## src/rtl/pixel_window_sequencer.sv

```systemverilog
// Walks a 3x3 window across a frame: nine pixel reads, one gradient
// request and one result write per window position.
module pixel_window_sequencer #(
    parameter int ADDR_W = 20,
    parameter int DIM_W  = 10
) (
    input  logic              clk,
    input  logic              rst,
    input  logic              start,
    input  logic [DIM_W-1:0]  img_width,
    input  logic [DIM_W-1:0]  img_height,
    input  logic [ADDR_W-1:0] rd_base,
    input  logic [ADDR_W-1:0] wr_base,
    output logic              rd_req,
    output logic [ADDR_W-1:0] rd_addr,
    input  logic              rd_ack,
    output logic              load_en,
    output logic [3:0]        pix_idx,
    output logic              start_grad,
    input  logic              grad_done,
    output logic              wr_req,
    output logic [ADDR_W-1:0] wr_addr,
    input  logic              wr_ack,
    output logic              busy,
    output logic              all_done
);

    typedef enum logic [2:0] {
        IDLE, LATCH, RD, CALC, CALC_WAIT, WRITE, ADVANCE, DONE
    } state_t;

    state_t state, state_nxt;

    logic [DIM_W-1:0]  w_q, h_q, row, col;
    logic [ADDR_W-1:0] rd_base_q, wr_base_q;
    logic [ADDR_W-1:0] win_addr, line_addr, wr_ptr;
    logic [3:0]        pix;
    logic [1:0]        dx;
    logic              too_small, last_col, last_win;

    assign too_small = (w_q < DIM_W'(3)) || (h_q < DIM_W'(3));
    assign last_col  = (col == w_q - DIM_W'(3));
    assign last_win  = last_col && (row == h_q - DIM_W'(3));

    always_comb begin
        state_nxt  = state;
        rd_req     = 1'b0;
        rd_addr    = '0;
        load_en    = 1'b0;
        start_grad = 1'b0;
        wr_req     = 1'b0;
        wr_addr    = '0;
        all_done   = 1'b0;
        busy       = (state != IDLE);
        pix_idx    = pix;
        unique case (state)
            IDLE:    if (start) state_nxt = LATCH;
            LATCH:   state_nxt = too_small ? DONE : RD;
            RD: begin
                rd_req  = 1'b1;
                rd_addr = line_addr + ADDR_W'(dx);
                load_en = rd_ack;
                if (rd_ack && pix == 4'd8) state_nxt = CALC;
            end
            CALC: begin
                start_grad = 1'b1;
                state_nxt  = CALC_WAIT;
            end
            CALC_WAIT: if (grad_done) state_nxt = WRITE;
            WRITE: begin
                wr_req  = 1'b1;
                wr_addr = wr_ptr;
                if (wr_ack) state_nxt = ADVANCE;
            end
            ADVANCE: state_nxt = last_win ? DONE : RD;
            DONE: begin
                all_done  = 1'b1;
                state_nxt = IDLE;
            end
            default: state_nxt = IDLE;
        endcase
    end

    // line_addr tracks rd_base + (row+dy)*W + col; stepping to the next
    // window row from the last column is +3 (W - (W-3)).
    always_ff @(posedge clk) begin
        if (rst) begin
            state     <= IDLE;
            w_q       <= '0;
            h_q       <= '0;
            rd_base_q <= '0;
            wr_base_q <= '0;
            row       <= '0;
            col       <= '0;
            pix       <= '0;
            dx        <= '0;
            win_addr  <= '0;
            line_addr <= '0;
            wr_ptr    <= '0;
        end else begin
            state <= state_nxt;
            unique case (state)
                IDLE: begin
                    if (start) begin
                        w_q       <= img_width;
                        h_q       <= img_height;
                        rd_base_q <= rd_base;
                        wr_base_q <= wr_base;
                    end
                end
                LATCH: begin
                    row       <= '0;
                    col       <= '0;
                    pix       <= '0;
                    dx        <= '0;
                    win_addr  <= rd_base_q;
                    line_addr <= rd_base_q;
                    wr_ptr    <= wr_base_q;
                end
                RD: begin
                    if (rd_ack) begin
                        if (pix == 4'd8) begin
                            pix       <= '0;
                            dx        <= '0;
                            line_addr <= win_addr;
                        end else begin
                            pix <= pix + 4'd1;
                            if (dx == 2'd2) begin
                                dx        <= '0;
                                line_addr <= line_addr + ADDR_W'(w_q);
                            end else begin
                                dx <= dx + 2'd1;
                            end
                        end
                    end
                end
                ADVANCE: begin
                    wr_ptr <= wr_ptr + ADDR_W'(1);
                    if (last_col) begin
                        col       <= '0;
                        row       <= row + DIM_W'(1);
                        win_addr  <= win_addr + ADDR_W'(3);
                        line_addr <= win_addr + ADDR_W'(3);
                    end else begin
                        col       <= col + DIM_W'(1);
                        win_addr  <= win_addr + ADDR_W'(1);
                        line_addr <= win_addr + ADDR_W'(1);
                    end
                end
                default: ;
            endcase
        end
    end

endmodule

```

## config.mk

```make
export PLATFORM = sky130hd
export DESIGN_NAME = pixel_window_sequencer
export DESIGN_NICKNAME = d
export VERILOG_FILES = /design/src/rtl/pixel_window_sequencer.sv
export SDC_FILE = /design/constraint.sdc
export NUM_CORES = 1
export LEC_CHECK = 0
export BUFFER_PORTS_ARGS = -buffer_cell sky130_fd_sc_hd__buf_2
export CAP_MARGIN = 20
export CELL_PAD_IN_SITES_DETAIL_PLACEMENT = 0
export CELL_PAD_IN_SITES_GLOBAL_PLACEMENT = 1
export CORE_UTILIZATION = 30
export CTS_CLUSTER_DIAMETER = 50
export DETAILED_ROUTE_END_ITERATION = 8
export PLACE_DENSITY_LB_ADDON = 0.1
export SYNTH_ARGS = -nofsm -noshare
export SYNTH_HDL_FRONTEND = slang
export SYNTH_SLANG_ARGS = --single-unit
export TNS_END_PERCENT = 1
```

## constraint.sdc

```tcl
create_clock -name clk -period 4 [get_ports clk]
set_input_delay 1.2 -clock clk [delete_from_list [all_inputs] [get_ports clk]]
set_output_delay 1.2 -clock clk [all_outputs]
set_load 0.01 [all_outputs]
```

# After elaboration in Yosys (flattened, before gate mapping)
# Cells that the tools add are included.
# op_classes
n_mux	32
n_eq_ne	18
n_div	0
mul	0
bitwise_logic	0
shift	0
n_reduce_logical	13
magnitude_cmp	2
addsub	11
# op_table
op	count
$mux 20	6
$pmux 20 s2	2
$pmux 20 s3	1
$add 20x1->20 const B	2
$pmux 10 s2	2
$pmux 3 s8	1
$add 10x1->10 const B	2
$add 20x10->20	1
$add 20x2->20	1
$add 20x2->20 const B	1
$eq 10x10->1	2
$lt 10x2->1 const B	2
$mux 10	2
$sub 10x2->10 const B	2
$mux 3	6
$eq 3x3->1 const B	4
$ne 2x2->1 const B	6
$mux 4	2
$pmux 4 s2	1
$eq 3x2->1 const B	2
$mux 2	3
$reduce_and 2->1	3
$reduce_bool 3->1	2
$mux 1	5
13 further kinds	15
# totals
latchBits	0
inputBits	66
output_inout_bits	50
ff_bits	149
n_memories	0
rom_bits	0
ramBits	0
elab_cells	88

# Longest topological paths before layout
# Gate-level depths: netlist of the first run.
# logic_depth
word_depth	5
depth_mapped	14
mapped_depth_nobuf	14

# Least setup slack after synthesis of the first run
# No wires, ideal clock.
# synth_path
path_type	register -> register
from	reg w_q[2]
to	reg line_addr[17]
required_time_ns	3.870
setup_ns	0.130
t_arrival_ns	3.541
slack_ns	0.329
n_path_buf	1
stages_incl_launch_ff	15
synth_period_minus_slack_ns	3.671
cell_sequence	dfxtp_1 > buf_2 > a2111oi_4 > xor2_1 > and3_1 > o2111ai_2 > or2_2 > inv_1 > ha_1 > a21oi_1 > nor4_2 > nand3_1 > a311o_1 > o21ai_0 > o211ai_1
# synth_between
elab_chain_len	5
word_cells_on_any_way	8
classes_between	2 x add/sub; 1 x eq/ne; 5 x mux
# synth_lines
item	line_no	source
start, declared	34	logic [DIM_W-1:0] w_q, h_q, row, col;
start signal, assigned	105	w_q <= img_width;
$add 20x10->20	130	line_addr <= line_addr + ADDR_W'(w_q);
$mux 20	128	if (dx == 2'd2) begin
$mux 20	122	if (pix == 4'd8) begin
$mux 20	121	if (rd_ack) begin
$pmux 20 s3 *	102	unique case (state)
end signal, assigned	117	line_addr <= rd_base_q;
end signal, assigned	125	line_addr <= win_addr;
end signal, assigned	130	
end, declared	36	logic [ADDR_W-1:0] win_addr, line_addr, wr_ptr;
# Every way passes the cells marked *; elsewhere a longest branch is shown, timed or not. The select of a mux whose other input is x is not followed.
# A chain may end at the register's enable or synchronous reset.

# Worst setup path after layout of the first run
# layout_path
from	reg line_addr[0]
to	out rd_addr[14]
# layout_between
elab_chain_len	2
# layout_lines
item	line_no	source
$add 20x2->20	61	rd_addr = line_addr + ADDR_W'(dx);
$mux 20	56	unique case (state)
end, declared	15	output logic [ADDR_W-1:0] rd_addr,
# Every way passes these cells.

==> results.toml, run 1 <==
[worst_setup_path]
cp.arrival_ns = 2.51
cp.required_ns = 2.80
critical_path_class = "flip-flop to output pin"
crit_buf_inv = 1
crit_chain = "ha_1 > fa_1 > nand3_1 > or3_1 > nor2_1 > xnor2_1 > nor2_1 > buf_2"
crit_top_cell = "nor2_1"
cp_slowest_cell = "or3_1"
worst_path_dominant_cell_family = "simple AND/OR/NAND/NOR gates"
cp_max_fo = 7
start_kind = "flip-flop"
worstSetupEndpointType = "output pin"
reg2reg_slack_ns = 0.31
max_stage_delay_ns = 0.49

[timing]
slew_violations = 0
setup_viol = 0
fmax_mhz = 270
setup_tns_ns = 0
timing_worst_slew_pin_value_ns = 0.846
setup_slack_ns = 0.289
slew_headroom_pct = 43.2
fin_crit_ns = 3.71
rsz0062_at_grt = "no"
period_share_pct = 92.8
clock_skew_ns = 0.0161
hold_viol_final = 0

[synthesis]
ys_top_cells_by_area = "dfxtp_1 32%, nand2_1 8.4%, a21oi_1 6.9%"
yosysMostFrequentCell = "nand2_1"
synth_edf_count = 0
synth_seq_cells = 149
yosys_warnings = 0
async_flop_share_pct = 0
syn_area_mm2 = 0.00932
synthesis.nets = 1348
ys_seq_area_share_pct = 32.0
synth_cells = 1259
yosysUniqueCellTypes = 78
synth_flop_cell = "dfxtp_1"
synth_top_area_share_pct = 32.0
syn_area_per_cell_um2 = 7.41
yosys.area_share.simple_pct = 29.2
synth_compound_gate_area_share_pct = 23.6
synth_top_family_by_area = "simple AND/OR/NAND/NOR gates"
synth_area_leader_cell = "dfxtp_1"
synthMuxAreaShare_pct = 1.91
synth-xor-area-share_pct = 5.26
synthTopCellsByCount = "208 x nand2_1, 149 x dfxtp_1, 129 x a21oi_1"
synthAdderAreaFrac_pct = 3.33

[final_layout]
area_growth_pct = 18.2
nNetsFinal = 1431
fill_cells = 3361
final_area_mm2 = 0.0110
drive_gt1_share_pct = 16.6
diodes = 0
stdcell_count = 1751

[clock_network]
post_cts_buffers = 0
clk_pin_slew_ns = 0.08
cts_buffers = 17
htree_num_levels = 4
clock_latency_ns = 0.44
numClockSinks = 149
cts.repair.resized = 0
tritoncts = "yes"
hold_buffers = 0
cts-root-buf = "clkbuf_16"
cts_buffer_depth = 2

[power]
peakVddDrop_mv = 0.274
power_mw = 6.04
leakage_nw = 4.26
power_density_mw_per_mm2 = 548

[global_routing]
first_global_vias = 9112
use_met1_pct = 31.1
antenna_found_initial = 0
use_met2_pct = 35.3
track_usage_pct = 22.1
gr-total-overflow = 0
grt-busiest-layer = "met2"
grt_max_degree = 61
grt_pass1_wl_um = 54200
met3_usage_pct = 3.37

[placement]
dp.cells = 1719
gp_congestion = 0.846
dpl.hpwl_um = 24800
portBuffers = 115
placed_cell_area_mm2 = 0.0104
pre_cts_ws_ns = 0.239

[die]
die_area_mm2 = 0.0318
core_mm2 = 0.0306
initial_core_util_pct = 30.5
ios = 116
die_x_um = 178
fp-row-count = 64
die_height_um = 178

[drt]
routed_via_density = 5.44
dr.pass1.iters = 8
routedWlPerCell_um = 19.6
drt_iter0_markers = 727
drc = 0
route.vias.total = 9533
drt_wl_total_um = 34300
antenna_left = 0

[job]
max-cap-violations = 0

[hold_path]
hold_class = "flip-flop to flip-flop"

[run_status]
status = "complete, no violations"
worst reg2reg max path, cell delays in order, from the launching register on:
cell and delay (ns):
dfxtp_1 0.40, a2111oi_4 0.56, xor2_1 0.23, and3_1 0.20, o2111ai_2 0.13, or2_2 0.34
inv_2 0.13, ha_1 0.16, a21oi_2 0.10, nor4_2 0.28, buf_4 0.22, nand3_1 0.16
a311o_1 0.39, o21ai_0 0.17, o211ai_1 0.10
sequential cells by signal, summed over array words and instances (netlist names), 3 cells and up:
register,cells
line_addr,20
w_q,10
state,3
col,10
h_q,10
pix_idx,4
wr_ptr,20
rd_base_q,20
row,10
win_addr,20
wr_base_q,20
cell type report:
cell class              count  area [µm²]  share of cell area, %
inverters                  16        60.1                  0.545
clock buffers              17         425                   3.86
clock inverters            15         201                   1.83
multi-input cells        1000        5940                   53.9
repair buffers            158         913                   8.29
well taps                 396         495                   4.50
flip-flops and latches    149        2980                   27.1
path summary, 6_finish.rpt:
kind	end	cells after the start	start
max	rd_addr[14]	8	line_addr[0]
min	wr_base_q[15]	2	wr_base_q[15]
max reg2reg	line_addr[17]	14	w_q[1]
min reg2reg	wr_base_q[15]	2	wr_base_q[15]
placed cells by master, fill, tap and decap left out, types with 19 or more instances in the layout:
master	instances
xor2_1	22
nor2_1	116
buf_2	114
o21ai_0	52
nand2_1	208
nand4_1	19
ha_1	20
and3_1	44
nor3_1	34
xnor2_1	34
nand3_1	44
a21oi_1	128
dfxtp_1	148
buf_4	43
through the flow:
step | utilization [%] | hold slack (ns)
final | 36.0 | 0.458
after global routing | 36.0 | 0.481
after CTS | 36.0 | 0.458
after detailed placement | 33.9 | 0.448
after global placement | 33.9 | 0.441
after floorplan | - | 0.432
kinds of logic (layout without fill, tap and decap cells):
group	after synthesis	after routing
multiplexers	17	17
XOR/XNOR	56	56
AND/OR/NAND/NOR	568	568
buffers and inverters	110	206
adder cells (fa/ha/maj)	23	23
AO/OA/AOI/OAI	336	336
flip-flops	149	149
power breakdown:
group | internal (mW) | leakage [nW] | switching [mW]
sequential | 1.72 | 1.21 | 0.354
clock | 0.961 | 0.307 | 0.779
combinational | 0.778 | 2.74 | 1.45
routing by layer:
metal,part of all wire (%),routed length (µm)
met1,49,16800
met5,0,0
met4,1.5,503
met3,4.7,1600
met2,45,15300
Power figures use the tool's default switching activity.
==> run 2: changes to the inputs <==
Settings changed: GPL_TIMING_DRIVEN from default to 0.
==> results.toml, run 2 (synthesized netlist as in run 1, its figures left out) <==
[run_status]
status = "complete, no violations"

[placement]
portBuffers = 114
gp_congestion = 0.909
dpl.hpwl_um = 28900
placed_cell_area_mm2 = 0.0104

[final_layout]
drive_gt1_share_pct = 15.1
final-seq-area_mm2 = 0.00299
diodes = 0
utilization_pct = 36.7
nNetsFinal = 1489
multiInputGateArea_mm2 = 0.00602
fill_cells = 3373
final_area_mm2 = 0.0112
final_common_cell = "nand2_1"
final_cell_mix = "207 x nand2_1, 146 x dfxtp_1, 127 x a21oi_1"
area_growth_pct = 20.3

[power]
power_density_mw_per_mm2 = 554
power_mw = 6.21
power.switching_mw = 2.67
p_sw_share_pct = 43.0
power_frac_seq_pct = 32.6
p_comb_share_pct = 38.3
leakage_nw = 4.28
intPower_mw = 3.54
clkPwrFrac_pct = 29.1
peakVddDrop_mv = 0.313

[drt]
antenna_left = 0
dr.pass1.iters = 5
drc = 0
routedWlPerCell_um = 21.1
drt_iter0_markers = 828
routed_via_density = 5.49
drt_wl_total_um = 38200
route.vias.total = 9940

[clock_network]
tritoncts = "yes"
cts-root-buf = "clkbuf_16"
cts_buffer_depth = 2
numClockSinks = 149
htree_num_levels = 4
clk_pin_slew_ns = 0.07
hold_buffers = 0
clock_latency_ns = 0.45
cts_buffers = 17

[timing]
whs_ns = 0.460
fmax_mhz = 263
fin_crit_ns = 3.81
slew_headroom_pct = 38.2
timing_worst_slew_pin_value_ns = 0.927
slew_violations = 0
hold_viol_final = 0
setup_viol = 0
period_share_pct = 95.2
clock_skew_ns = 0.0126

[die]
initial_core_util_pct = 30.5
ios = 116
die_x_um = 178
core_mm2 = 0.0306
die_height_um = 178
die_area_mm2 = 0.0318
fp-row-count = 64

[global_routing]
antenna_found_initial = 0
grt_pass1_wl_um = 57100
grt_max_degree = 17
first_global_vias = 9094
track_usage_pct = 24.2
gr-total-overflow = 0

[worst_setup_path]
cp_max_fo = 10
cp_slowest_cell = "dfxtp_1"
crit_top_cell = "buf_2"
critical_path_class = "flip-flop to output pin"
worstSetupEndpointType = "output pin"
start_kind = "flip-flop"
max_stage_delay_ns = 0.51
crit_chain = "clkbuf_2 > buf_2 > clkbuf_1 > and3_1 > buf_2"
cp.required_ns = 2.80
cp.arrival_ns = 2.61

[hold_path]
hold_class = "flip-flop to flip-flop"

[job]
max-cap-violations = 0
run 2: cell types whose count changed in the layout (fill, tap and decap cells not counted), moves of 3 or more:
cell and change:
clkbuf_1 +74, buf_4 -35, buf_2 +10, buf_1 +6
inv_6 -5, a221oi_1 -3, a221oi_2 +3, clkinv_2 +3
clkinv_8 -3
run 2: power groups by stage:
stage	Clock (mW)	Combinational (mW)	Sequential [mW]
3_3_place_gp	0	2.30	2.04
6_report	1.81	2.38	2.02
2_1_floorplan	0	1.53	1.92
4_1_cts	1.83	2.33	2.01
5_1_grt	1.89	2.61	2.05
3_5_place_dp	0	2.30	2.05
run 2: layer usage:
metal  vias to the layer above  part of all wire (%)  track usage (%)
li1                       4873                     -                -
met1                      4740                    48             34.4
met2                       283                    44             37.7
met3                        44                   4.6             2.69
met4                         0                   2.6             8.30
met5                         -                     0                0
run 2: cell type report:
| class | instances | share of cell area (%) |
|---|---|---|
| Multi-Input combinational cell | 1000 | 53.7 |
| Sequential cell | 149 | 26.6 |
| Timing Repair Buffer | 122 | 5.58 |
| Tap cell | 396 | 4.42 |
| Clock buffer | 18 | 3.92 |
| Buffer | 94 | 3.46 |
| Clock inverter | 14 | 1.76 |
| Inverter | 16 | 0.558 |
run 2: final timing paths:
path	startpoint	endpoint	slack (ns)	depth (start not counted)
setup / recovery	state[2]	all_done	0.19	5
hold / removal	wr_base_q[15]	wr_base_q[15]	0.46	2
setup reg to reg	w_q[2]	line_addr[16]	0.23	15
hold reg to reg	wr_base_q[15]	wr_base_q[15]	0.46	2
run 2: metrics by stage:
| stage | setup WS, ns | std cells | TNS (ns) |
|---|---|---|---|
| after floorplan | 0.329 | 1259 | 0 |
| after global placement | -0.946 | 1769 | -9.03 |
| after detailed placement | -0.910 | 1771 | -7.65 |
| after CTS | 0.00329 | 1806 | 0 |
| after global routing | -0.0133 | 1809 | -0.0159 |
| final | 0.192 | 1809 | 0 |
run 2: worst max-delay path, delay by kind of cell, from the launching register on:
kind / cells / cell delay [ns]
simple gates: 1 / 0.30
flops: 1 / 0.51
buf+inv: 4 / 1.36
run 2: what timing repair did:
action / in CTS / in global routing
pin swaps: 2 / 9
setup buffers: 3 / 3
setup endpoints to repair: 45 / 15
resized for setup: 14 / 20
